$ cat src/rtl/mem_stage_if.sv
// Data-memory port of the memory-access stage: valid/ready request with
// byte strobes; the stage is the master, the memory model the slave.
interface mem_stage_if;
  logic        DMEM_VALID;
  logic        DMEM_WE;
  logic [31:0] DMEM_ADDR;
  logic [31:0] DMEM_WDATA;
  logic [3:0]  DMEM_WSTRB;
  logic        DMEM_READY;
  logic [31:0] DMEM_RDATA;

  modport master (
    output DMEM_VALID, DMEM_WE, DMEM_ADDR, DMEM_WDATA, DMEM_WSTRB,
    input  DMEM_READY, DMEM_RDATA
  );

  modport slave (
    input  DMEM_VALID, DMEM_WE, DMEM_ADDR, DMEM_WDATA, DMEM_WSTRB,
    output DMEM_READY, DMEM_RDATA
  );
endinterface

$ cat src/rtl/mem_stage.sv
// Memory-access pipeline stage: byte/half/word loads and stores over a
// valid/ready port with timeout, branch resolution and MEM/WB registers.
module mem_stage #(
  parameter int TIMEOUT = 255
) (
  input  logic        clk,
  input  logic        rst_n,
  input  logic        VALID_IN,
  input  logic [2:0]  CRT_MEM_IN,
  input  logic [1:0]  CRT_WB_IN,
  input  logic [2:0]  FUNCT3_IN,
  input  logic [31:0] ALU_RESULT_IN,
  input  logic [31:0] DATO_B_IN,
  input  logic [4:0]  INST_IN,
  input  logic        ZERO_IN,
  input  logic [31:0] PC_NEXT_IN,
  output logic        STALL_OUT,
  output logic        PCSRC_OUT,
  output logic [31:0] PC_BRANCH_OUT,
  mem_stage_if.master dmem,
  output logic        VALID_OUT,
  output logic [1:0]  CRT_WB_OUT,
  output logic [31:0] MEM_DATA_OUT,
  output logic [31:0] ALU_RESULT_OUT,
  output logic [4:0]  INST_OUT,
  output logic        MISALIGN_OUT,
  output logic        BUS_ERR_OUT
);

  localparam logic [0:0] S_IDLE   = 1'b0;
  localparam logic [0:0] S_ACCESS = 1'b1;

  localparam int             CW        = $clog2(TIMEOUT);
  localparam logic [CW-1:0]  LAST_WAIT = CW'(TIMEOUT - 1);

  localparam logic [1:0] SZ_BYTE = 2'd0;
  localparam logic [1:0] SZ_HALF = 2'd1;
  localparam logic [1:0] SZ_WORD = 2'd2;

  logic [0:0]    r_state;
  logic [CW-1:0] r_wait_cnt;

  logic          r_dmem_valid;
  logic          r_dmem_we;
  logic [31:0]   r_dmem_addr;
  logic [31:0]   r_dmem_wdata;
  logic [3:0]    r_dmem_wstrb;

  // Instruction context held for the duration of an access
  logic          r_is_read;
  logic [2:0]    r_funct3;
  logic [1:0]    r_off;
  logic [31:0]   r_alu_lat;
  logic [4:0]    r_inst_lat;
  logic [1:0]    r_wb_lat;

  logic          r_valid_out;
  logic [1:0]    r_crt_wb;
  logic [31:0]   r_mem_data;
  logic [31:0]   r_alu_out;
  logic [4:0]    r_inst_out;
  logic          r_misalign;
  logic          r_bus_err;

  logic          w_is_read;
  logic          w_is_write;
  logic          w_is_mem;
  logic [1:0]    w_off;
  logic [1:0]    w_size;
  logic          w_misalign;
  logic [31:0]   w_wdata;
  logic [3:0]    w_wstrb;
  logic [31:0]   w_lane;
  logic [31:0]   w_load_fmt;

  // MEM_READ wins when both access bits are set
  assign w_is_read  = CRT_MEM_IN[0];
  assign w_is_write = CRT_MEM_IN[1] & ~CRT_MEM_IN[0];
  assign w_is_mem   = w_is_read | w_is_write;
  assign w_off      = ALU_RESULT_IN[1:0];

  // NOTE: every always_comb output gets a default first so no path leaves it
  // unassigned; otherwise synthesis infers a latch.
  always_comb begin
    w_size = SZ_WORD;
    if (w_is_read) begin
      case (FUNCT3_IN)
        3'b000, 3'b100: w_size = SZ_BYTE;
        3'b001, 3'b101: w_size = SZ_HALF;
        default:        w_size = SZ_WORD;
      endcase
    end else begin
      case (FUNCT3_IN)
        3'b000:  w_size = SZ_BYTE;
        3'b001:  w_size = SZ_HALF;
        default: w_size = SZ_WORD;
      endcase
    end
  end

  assign w_misalign = ((w_size == SZ_HALF) & w_off[0]) |
                      ((w_size == SZ_WORD) & (w_off != 2'b00));

  always_comb begin
    w_wdata = '0;
    w_wstrb = '0;
    if (w_is_write) begin
      case (w_size)
        SZ_BYTE: begin
          w_wdata = {4{DATO_B_IN[7:0]}};
          w_wstrb = 4'b0001 << w_off;
        end
        SZ_HALF: begin
          w_wdata = {2{DATO_B_IN[15:0]}};
          w_wstrb = 4'b0011 << w_off;
        end
        default: begin
          w_wdata = DATO_B_IN;
          w_wstrb = 4'b1111;
        end
      endcase
    end
  end

  assign w_lane = dmem.DMEM_RDATA >> {r_off, 3'b000};

  always_comb begin
    case (r_funct3)
      3'b000:  w_load_fmt = {{24{w_lane[7]}}, w_lane[7:0]};
      3'b001:  w_load_fmt = {{16{w_lane[15]}}, w_lane[15:0]};
      3'b100:  w_load_fmt = {24'd0, w_lane[7:0]};
      3'b101:  w_load_fmt = {16'd0, w_lane[15:0]};
      default: w_load_fmt = w_lane;
    endcase
  end

  // NOTE: all state below uses non-blocking assignments so every register
  // samples pre-edge values, independent of statement order.
  always_ff @(posedge clk) begin
    if (!rst_n) begin
      r_state      <= S_IDLE;
      r_wait_cnt   <= '0;
      r_dmem_valid <= 1'b0;
      r_dmem_we    <= 1'b0;
      r_dmem_addr  <= '0;
      r_dmem_wdata <= '0;
      r_dmem_wstrb <= '0;
      r_is_read    <= 1'b0;
      r_funct3     <= '0;
      r_off        <= '0;
      r_alu_lat    <= '0;
      r_inst_lat   <= '0;
      r_wb_lat     <= '0;
      r_valid_out  <= 1'b0;
      r_crt_wb     <= '0;
      r_mem_data   <= '0;
      r_alu_out    <= '0;
      r_inst_out   <= '0;
      r_misalign   <= 1'b0;
      r_bus_err    <= 1'b0;
    end else begin
      r_valid_out <= 1'b0;
      case (r_state)
        S_IDLE: begin
          if (VALID_IN) begin
            if (!w_is_mem || w_misalign) begin
              r_valid_out <= 1'b1;
              r_crt_wb    <= w_is_mem ? 2'b00 : CRT_WB_IN;
              r_mem_data  <= '0;
              r_alu_out   <= ALU_RESULT_IN;
              r_inst_out  <= INST_IN;
              r_misalign  <= w_is_mem;
              r_bus_err   <= 1'b0;
            end else begin
              r_state      <= S_ACCESS;
              r_wait_cnt   <= '0;
              r_dmem_valid <= 1'b1;
              r_dmem_we    <= w_is_write;
              r_dmem_addr  <= {ALU_RESULT_IN[31:2], 2'b00};
              r_dmem_wdata <= w_wdata;
              r_dmem_wstrb <= w_wstrb;
              r_is_read    <= w_is_read;
              r_funct3     <= FUNCT3_IN;
              r_off        <= w_off;
              r_alu_lat    <= ALU_RESULT_IN;
              r_inst_lat   <= INST_IN;
              r_wb_lat     <= CRT_WB_IN;
            end
          end
        end
        S_ACCESS: begin
          // READY on the final wait edge still completes the access
          if (dmem.DMEM_READY || r_wait_cnt == LAST_WAIT) begin
            r_state      <= S_IDLE;
            r_dmem_valid <= 1'b0;
            r_valid_out  <= 1'b1;
            r_crt_wb     <= dmem.DMEM_READY ? r_wb_lat : 2'b00;
            r_mem_data   <= (dmem.DMEM_READY && r_is_read) ? w_load_fmt : '0;
            r_alu_out    <= r_alu_lat;
            r_inst_out   <= r_inst_lat;
            r_misalign   <= 1'b0;
            r_bus_err    <= ~dmem.DMEM_READY;
          end else begin
            r_wait_cnt <= r_wait_cnt + 1'b1;
          end
        end
        default: r_state <= S_IDLE;
      endcase
    end
  end

  assign STALL_OUT     = (r_state == S_ACCESS);
  assign PCSRC_OUT     = VALID_IN & CRT_MEM_IN[2] & ZERO_IN & (r_state == S_IDLE);
  assign PC_BRANCH_OUT = PC_NEXT_IN;

  assign dmem.DMEM_VALID = r_dmem_valid;
  assign dmem.DMEM_WE    = r_dmem_we;
  assign dmem.DMEM_ADDR  = r_dmem_addr;
  assign dmem.DMEM_WDATA = r_dmem_wdata;
  assign dmem.DMEM_WSTRB = r_dmem_wstrb;

  assign VALID_OUT      = r_valid_out;
  assign CRT_WB_OUT     = r_crt_wb;
  assign MEM_DATA_OUT   = r_mem_data;
  assign ALU_RESULT_OUT = r_alu_out;
  assign INST_OUT       = r_inst_out;
  assign MISALIGN_OUT   = r_misalign;
  assign BUS_ERR_OUT    = r_bus_err;

endmodule

$ cat src/flat_wrapper.sv
// flat-port wrapper written by rule: the top's interface ports become plain ports
module mem_stage_flat 
#(
  parameter int TIMEOUT = 255
)
  (clk, rst_n, VALID_IN, CRT_MEM_IN, CRT_WB_IN, FUNCT3_IN, ALU_RESULT_IN, DATO_B_IN, INST_IN, ZERO_IN, PC_NEXT_IN, STALL_OUT, PCSRC_OUT, PC_BRANCH_OUT, VALID_OUT, CRT_WB_OUT, MEM_DATA_OUT, ALU_RESULT_OUT, INST_OUT, MISALIGN_OUT, BUS_ERR_OUT, dmem_DMEM_VALID, dmem_DMEM_WE, dmem_DMEM_ADDR, dmem_DMEM_WDATA, dmem_DMEM_WSTRB, dmem_DMEM_READY, dmem_DMEM_RDATA);
  mem_stage_if dmem_i ();
  input  logic clk;
  input  logic rst_n;
  input  logic VALID_IN;
  input  logic [2:0] CRT_MEM_IN;
  input  logic [1:0] CRT_WB_IN;
  input  logic [2:0] FUNCT3_IN;
  input  logic [31:0] ALU_RESULT_IN;
  input  logic [31:0] DATO_B_IN;
  input  logic [4:0] INST_IN;
  input  logic ZERO_IN;
  input  logic [31:0] PC_NEXT_IN;
  output logic STALL_OUT;
  output logic PCSRC_OUT;
  output logic [31:0] PC_BRANCH_OUT;
  output logic VALID_OUT;
  output logic [1:0] CRT_WB_OUT;
  output logic [31:0] MEM_DATA_OUT;
  output logic [31:0] ALU_RESULT_OUT;
  output logic [4:0] INST_OUT;
  output logic MISALIGN_OUT;
  output logic BUS_ERR_OUT;
  output wire logic [$bits(dmem_i.DMEM_VALID)-1:0] dmem_DMEM_VALID;
  output wire logic [$bits(dmem_i.DMEM_WE)-1:0] dmem_DMEM_WE;
  output wire logic [$bits(dmem_i.DMEM_ADDR)-1:0] dmem_DMEM_ADDR;
  output wire logic [$bits(dmem_i.DMEM_WDATA)-1:0] dmem_DMEM_WDATA;
  output wire logic [$bits(dmem_i.DMEM_WSTRB)-1:0] dmem_DMEM_WSTRB;
  input wire logic [$bits(dmem_i.DMEM_READY)-1:0] dmem_DMEM_READY;
  input wire logic [$bits(dmem_i.DMEM_RDATA)-1:0] dmem_DMEM_RDATA;
  assign dmem_DMEM_VALID = dmem_i.DMEM_VALID;
  assign dmem_DMEM_WE = dmem_i.DMEM_WE;
  assign dmem_DMEM_ADDR = dmem_i.DMEM_ADDR;
  assign dmem_DMEM_WDATA = dmem_i.DMEM_WDATA;
  assign dmem_DMEM_WSTRB = dmem_i.DMEM_WSTRB;
  assign dmem_i.DMEM_READY = dmem_DMEM_READY;
  assign dmem_i.DMEM_RDATA = dmem_DMEM_RDATA;
  mem_stage #(.TIMEOUT(TIMEOUT)) u_core (.clk(clk), .rst_n(rst_n), .VALID_IN(VALID_IN), .CRT_MEM_IN(CRT_MEM_IN), .CRT_WB_IN(CRT_WB_IN), .FUNCT3_IN(FUNCT3_IN), .ALU_RESULT_IN(ALU_RESULT_IN), .DATO_B_IN(DATO_B_IN), .INST_IN(INST_IN), .ZERO_IN(ZERO_IN), .PC_NEXT_IN(PC_NEXT_IN), .STALL_OUT(STALL_OUT), .PCSRC_OUT(PCSRC_OUT), .PC_BRANCH_OUT(PC_BRANCH_OUT), .dmem(dmem_i), .VALID_OUT(VALID_OUT), .CRT_WB_OUT(CRT_WB_OUT), .MEM_DATA_OUT(MEM_DATA_OUT), .ALU_RESULT_OUT(ALU_RESULT_OUT), .INST_OUT(INST_OUT), .MISALIGN_OUT(MISALIGN_OUT), .BUS_ERR_OUT(BUS_ERR_OUT));
endmodule
$ cat config.mk
export PLATFORM = sky130hd
export DESIGN_NAME = mem_stage_flat
export DESIGN_NICKNAME = d
export VERILOG_FILES = /design/src/rtl/mem_stage_if.sv /design/src/rtl/mem_stage.sv /design/src/flat_wrapper.sv
export SDC_FILE = /design/constraint.sdc
export NUM_CORES = 1
export LEC_CHECK = 0
export CELL_PAD_IN_SITES_DETAIL_PLACEMENT = 0
export CELL_PAD_IN_SITES_GLOBAL_PLACEMENT = 1
export CORE_UTILIZATION = 34
export CTS_BUF_LIST = sky130_fd_sc_hd__clkbuf_16
export CTS_CLUSTER_DIAMETER = 40
export DETAILED_ROUTE_END_ITERATION = 10
export PLACE_DENSITY_LB_ADDON = 0.1
export SKIP_CTS_REPAIR_TIMING = 1
export SYNTH_ARGS = -nofsm -noshare
export SYNTH_HDL_FRONTEND = slang
export SYNTH_SLANG_ARGS = --single-unit
$ cat constraint.sdc
create_clock -name clk -period 4.6 [get_ports clk]
set_clock_uncertainty 0.1 [all_clocks]
set_input_delay 0.92 -clock clk [delete_from_list [all_inputs] [get_ports clk]]
set_output_delay 0.92 -clock clk [all_outputs]
set_load 0.01 [all_outputs]
==> flow_metrics.py <==
metrics = {
    "outcome": {
        "outcome": "finished, final reports clean",
    },
    "global_route": {
        "grtUsageMet3_pct": 6.837,
        "overflow": 0,
        "first_global_vias": 6235,
        "grt_pass1_wl_um": 35900,
        "gr-usage-all-layers_pct": 19.35,
        "grt_use_met1_pct": 26.07,
        "use_met2_pct": 29.07,
        "antenna_found_initial": 1,
        "grt_max_degree": 52,
        "top_usage_layer": "met2",
    },
    "detailed_routing": {
        "post_drt_wl_per_cell_um": 18.08,
        "ant_nets": 0,
        "vias": 6406,
        "viasPerCell": 5.032,
        "drt_iter0_markers": 291,
        "drc": 0,
        "first_pass_iters": 4,
        "routed_wl_um": 23010,
    },
    "power_and_ir_drop": {
        "p_clk_share_pct": 38.4,
        "intPower_mw": 2.484,
        "p_comb_share_pct": 17.1,
        "p_total_mw": 3.436,
        "peakVddDrop_mv": 0.2121,
        "p_sw_share_pct": 27.72,
        "p_leak_nw": 4.088,
        "p_per_area_mw_per_mm2": 322.1,
        "sequentialPowerShare_pct": 44.5,
        "switchingPower_mw": 0.9525,
    },
    "final_layout": {
        "finalNonFillerCells": 1273,
        "area_growth_pct": 35.30,
        "drive_gt1_share_pct": 9.321,
        "num-fill-cells": 2202,
        "nets": 1122,
    },
    "timing": {
        "setup-tns-final_ns": 0,
        "worst_pin_slew_ns": 0.9487,
        "report.final.hold_viol_count": 0,
        "period_minus_slack_ns": 3.482,
        "setup_slack_ns": 1.118,
        "period_share_pct": 75.70,
        "final_max_slew_viol_count": 0,
        "max_freq_ghz": 0.2872,
        "finalSetupViolCount": 0,
        "relSlewSlack_pct": 36.75,
        "rsz0062_at_grt": "false",
    },
    "clock_network": {
        "clock-sinks": 164,
        "cts_tree": "built",
        "clk_pin_slew_ns": 0.07,
        "root_buffer": "clkbuf_16",
        "cts_buffers": 17,
        "clkLatencyLatePin_ns": 0.43,
        "clk_path_buf_depth": 2,
        "cts-htree-levels": 4,
    },
    "setup_path": {
        "cp_max_fo": 4,
        "path_cells": "clkdlybuf4s50_1, nor2b_1, and3_1, clkdlybuf4s50_1",
        "critPathTopFamily": "buffers and inverters",
        "cpPeakStageDelay_ns": 0.53,
        "critPathCaptureType": "output pin",
        "worst-path-buf-inv": 2,
        "startpoint_type": "input port",
        "r2r_slack_ns": 1.86,
        "slowest_stage": "clkdlybuf4s50_1",
        "critPathArrivalTime_ns": 2.46,
        "path_common_cell": "clkdlybuf4s50_1",
        "critPathKind": "in -> out",
        "cp.required_ns": 3.58,
    },
    "floorplan": {
        "die_height_um": 154.3,
        "start_util_pct": 34.73,
        "row_count": 55,
        "die_area_mm2": 0.02381,
        "core_mm2": 0.02271,
        "ios": 324,
        "die_width_um": 154.3,
    },
    "placed_design": {
        "dp_hpwl_um": 15530,
        "pre_cts_ws_ns": 1.139,
        "gp_congestion": 0.7307,
        "dp.cells": 1240,
        "port-buffer-count": 257,
    },
    "logic_synthesis": {
        "synthArstFlopShare_pct": 0,
        "synth_seq_cells": 164,
        "synth_top_flop_cell": "dfxtp_1",
        "netlist_instances": 813,
        "yosysTopAreaCell": "dfxtp_1",
        "yosys_warnings": 0,
        "synth_xor_area_share_pct": 0.5553,
        "seq_area_frac_synth_pct": 41.63,
        "yosys-top-cells-area": "dfxtp_1 (42%), mux2i_1 (9.6%), buf_4 (6.2%), nand2_1 (5.2%), o211a_1 (5.0%)",
        "synth_area_per_cell_um2": 9.700,
        "synth_mux_area_share_pct": 10.07,
        "synth_compound_area_share_pct": 26.81,
        "synth_top_family_by_area": "compound AO/OA/AOI/OAI gates",
        "synthAdderAreaFrac_pct": 0.3173,
        "syn-cell-area_mm2": 0.007886,
        "yosys.area_share.simple_pct": 10.19,
        "synth-edff-count": 0,
        "yosysTopAreaCellShare_pct": 41.63,
        "synthDistinctLibCells": 56,
    },
    "run": {
        "max_cap_violations": 0,
    },
    "hold_path": {
        "hp-class": "reg -> reg",
    },
}
-- worst paths after layout --
| path | end | cells after the start | startpoint |
|---|---|---|---|
| min | u_core.MEM_DATA_OUT[28] | 1 | u_core.MEM_DATA_OUT[28] |
| min reg2reg | u_core.MEM_DATA_OUT[28] | 1 | u_core.MEM_DATA_OUT[28] |
| max reg2reg | u_core.CRT_WB_OUT[0] | 5 | u_core.STALL_OUT |
| max | PCSRC_OUT | 4 | VALID_IN |
-- cells in the mapped netlist, types with 2 or more instances --
cell type / number
nand2b_1: 2
buf_2: 28
o211a_1: 39
a21boi_0: 45
buf_4: 65
and3_1: 5
nand2_1: 109
a22o_1: 19
clkbuf_2: 2
a32o_1: 7
nor2_1: 21
ha_1: 2
and2_1: 5
mux2i_1: 76
o21ai_2: 8
nor3_1: 3
clkbuf_1: 26
o21a_1: 2
nor4b_1: 2
a31oi_1: 2
or3_1: 3
buf_6: 5
inv_1: 2
o2bb2ai_2: 20
dfxtp_1: 164
nor2b_1: 10
a211o_1: 8
a21oi_1: 11
nand4_1: 4
nand3_1: 2
nor3_2: 2
xor2_1: 5
o21ai_0: 51
buf_1: 5
a211oi_1: 8
a21o_1: 3
o2bb2ai_1: 22
o22ai_1: 2
-- cells in the final DEF (no fill, tap or decap), types with 7 or more instances in the layout --
cell and instances:
a32o_1 7, o21ai_0 51, mux2i_1 76, a211oi_1 8
a21boi_0 45, o2bb2ai_2 20, a211o_1 8, nor2_1 20
a21oi_1 11, a22o_1 19, nor2b_1 10, dfxtp_1 163
o21ai_2 8, clkbuf_16 17, o2bb2ai_1 22, buf_4 15
nand2_1 109, o211a_1 39, clkdlybuf4s50_1 256
-- registers in the layout, indices dropped and copies added, names as in the netlist --
| register | cells |
|---|---|
| u_core.r_wb_lat | 2 |
| u_core.STALL_OUT | 1 |
| u_core.dmem.DMEM_WSTRB | 4 |
| u_core.dmem.DMEM_ADDR | 1 |
| u_core.INST_OUT | 5 |
| u_core.r_alu_lat | 31 |
| u_core.dmem.DMEM_WE | 1 |
| u_core.r_inst_lat | 5 |
| u_core.VALID_OUT | 1 |
| u_core.MISALIGN_OUT | 1 |
| u_core.CRT_WB_OUT | 2 |
| u_core.dmem.DMEM_VALID | 1 |
| u_core.ALU_RESULT_OUT | 32 |
| u_core.MEM_DATA_OUT | 32 |
| u_core.BUS_ERR_OUT | 1 |
| u_core.r_funct3 | 3 |
| u_core.r_is_read | 1 |
| u_core.dmem.DMEM_WDATA | 32 |
| u_core.r_wait_cnt | 8 |
-- worst register-to-register path, stage by stage, from the launching register on --
cell and delay [ns]:
dfxtp_2 0.70, buf_4 0.42, and2_1 0.32, a31o_2 0.70
o21ai_0 0.22, o211a_1 0.17
-- final cells by class --
type | count | area (um^2) | share of cell area [%]
Sequential cell | 164 | 3284 | 30.78
Clock inverter | 15 | 110.1 | 1.032
Clock buffer | 17 | 425.4 | 3.987
Inverter | 2 | 7.507 | 0.07036
Multi-Input combinational cell | 517 | 3804 | 35.65
Antenna cell | 1 | 2.502 | 0.02345
Tap cell | 285 | 356.6 | 3.342
Timing Repair Buffer | 272 | 2680 | 25.12
-- power by group through the flow --
| stage | clock, mW | combinational (mW) | sequential, mW |
|---|---|---|---|
| 5_1_grt | 1.41 | 0.643 | 1.54 |
| 4_1_cts | 1.36 | 0.598 | 1.53 |
| 2_1_floorplan | 0 | 0.329 | 1.57 |
| 6_report | 1.32 | 0.589 | 1.53 |
| 3_5_place_dp | 0 | 0.595 | 1.56 |
| 3_3_place_gp | 0 | 0.597 | 1.56 |
-- per-stage QoR --
| step | hold slack, ns | cell area [um^2] | util [%] |
|---|---|---|---|
| after floorplan | 0.3431 | 7890 | - |
| after global placement | 0.3452 | 10130 | 44.62 |
| after detailed placement | 0.3472 | 10130 | 44.62 |
| after CTS | 0.3659 | 10670 | 46.98 |
| after global routing | 0.3836 | 10670 | 46.98 |
| final | 0.3611 | 10670 | 46.99 |
-- cells by family after synthesis --
family | Yosys count
compound gates | 254
xor+xnor | 5
fa+ha+maj | 2
buf+inv | 133
flops | 164
mux | 78
other cells | 1
simple gates | 176
-- routing by layer --
layer  vias up  wire length, um  share of wire [%]
met5         -                0                  0
met1      3000            11040                 48
li1       3190                -                  -
met3        33             1789                7.8
met2       183             9918                 43
met4         0              267                1.2
Note: power is estimated with default switching activity, not from simulation.
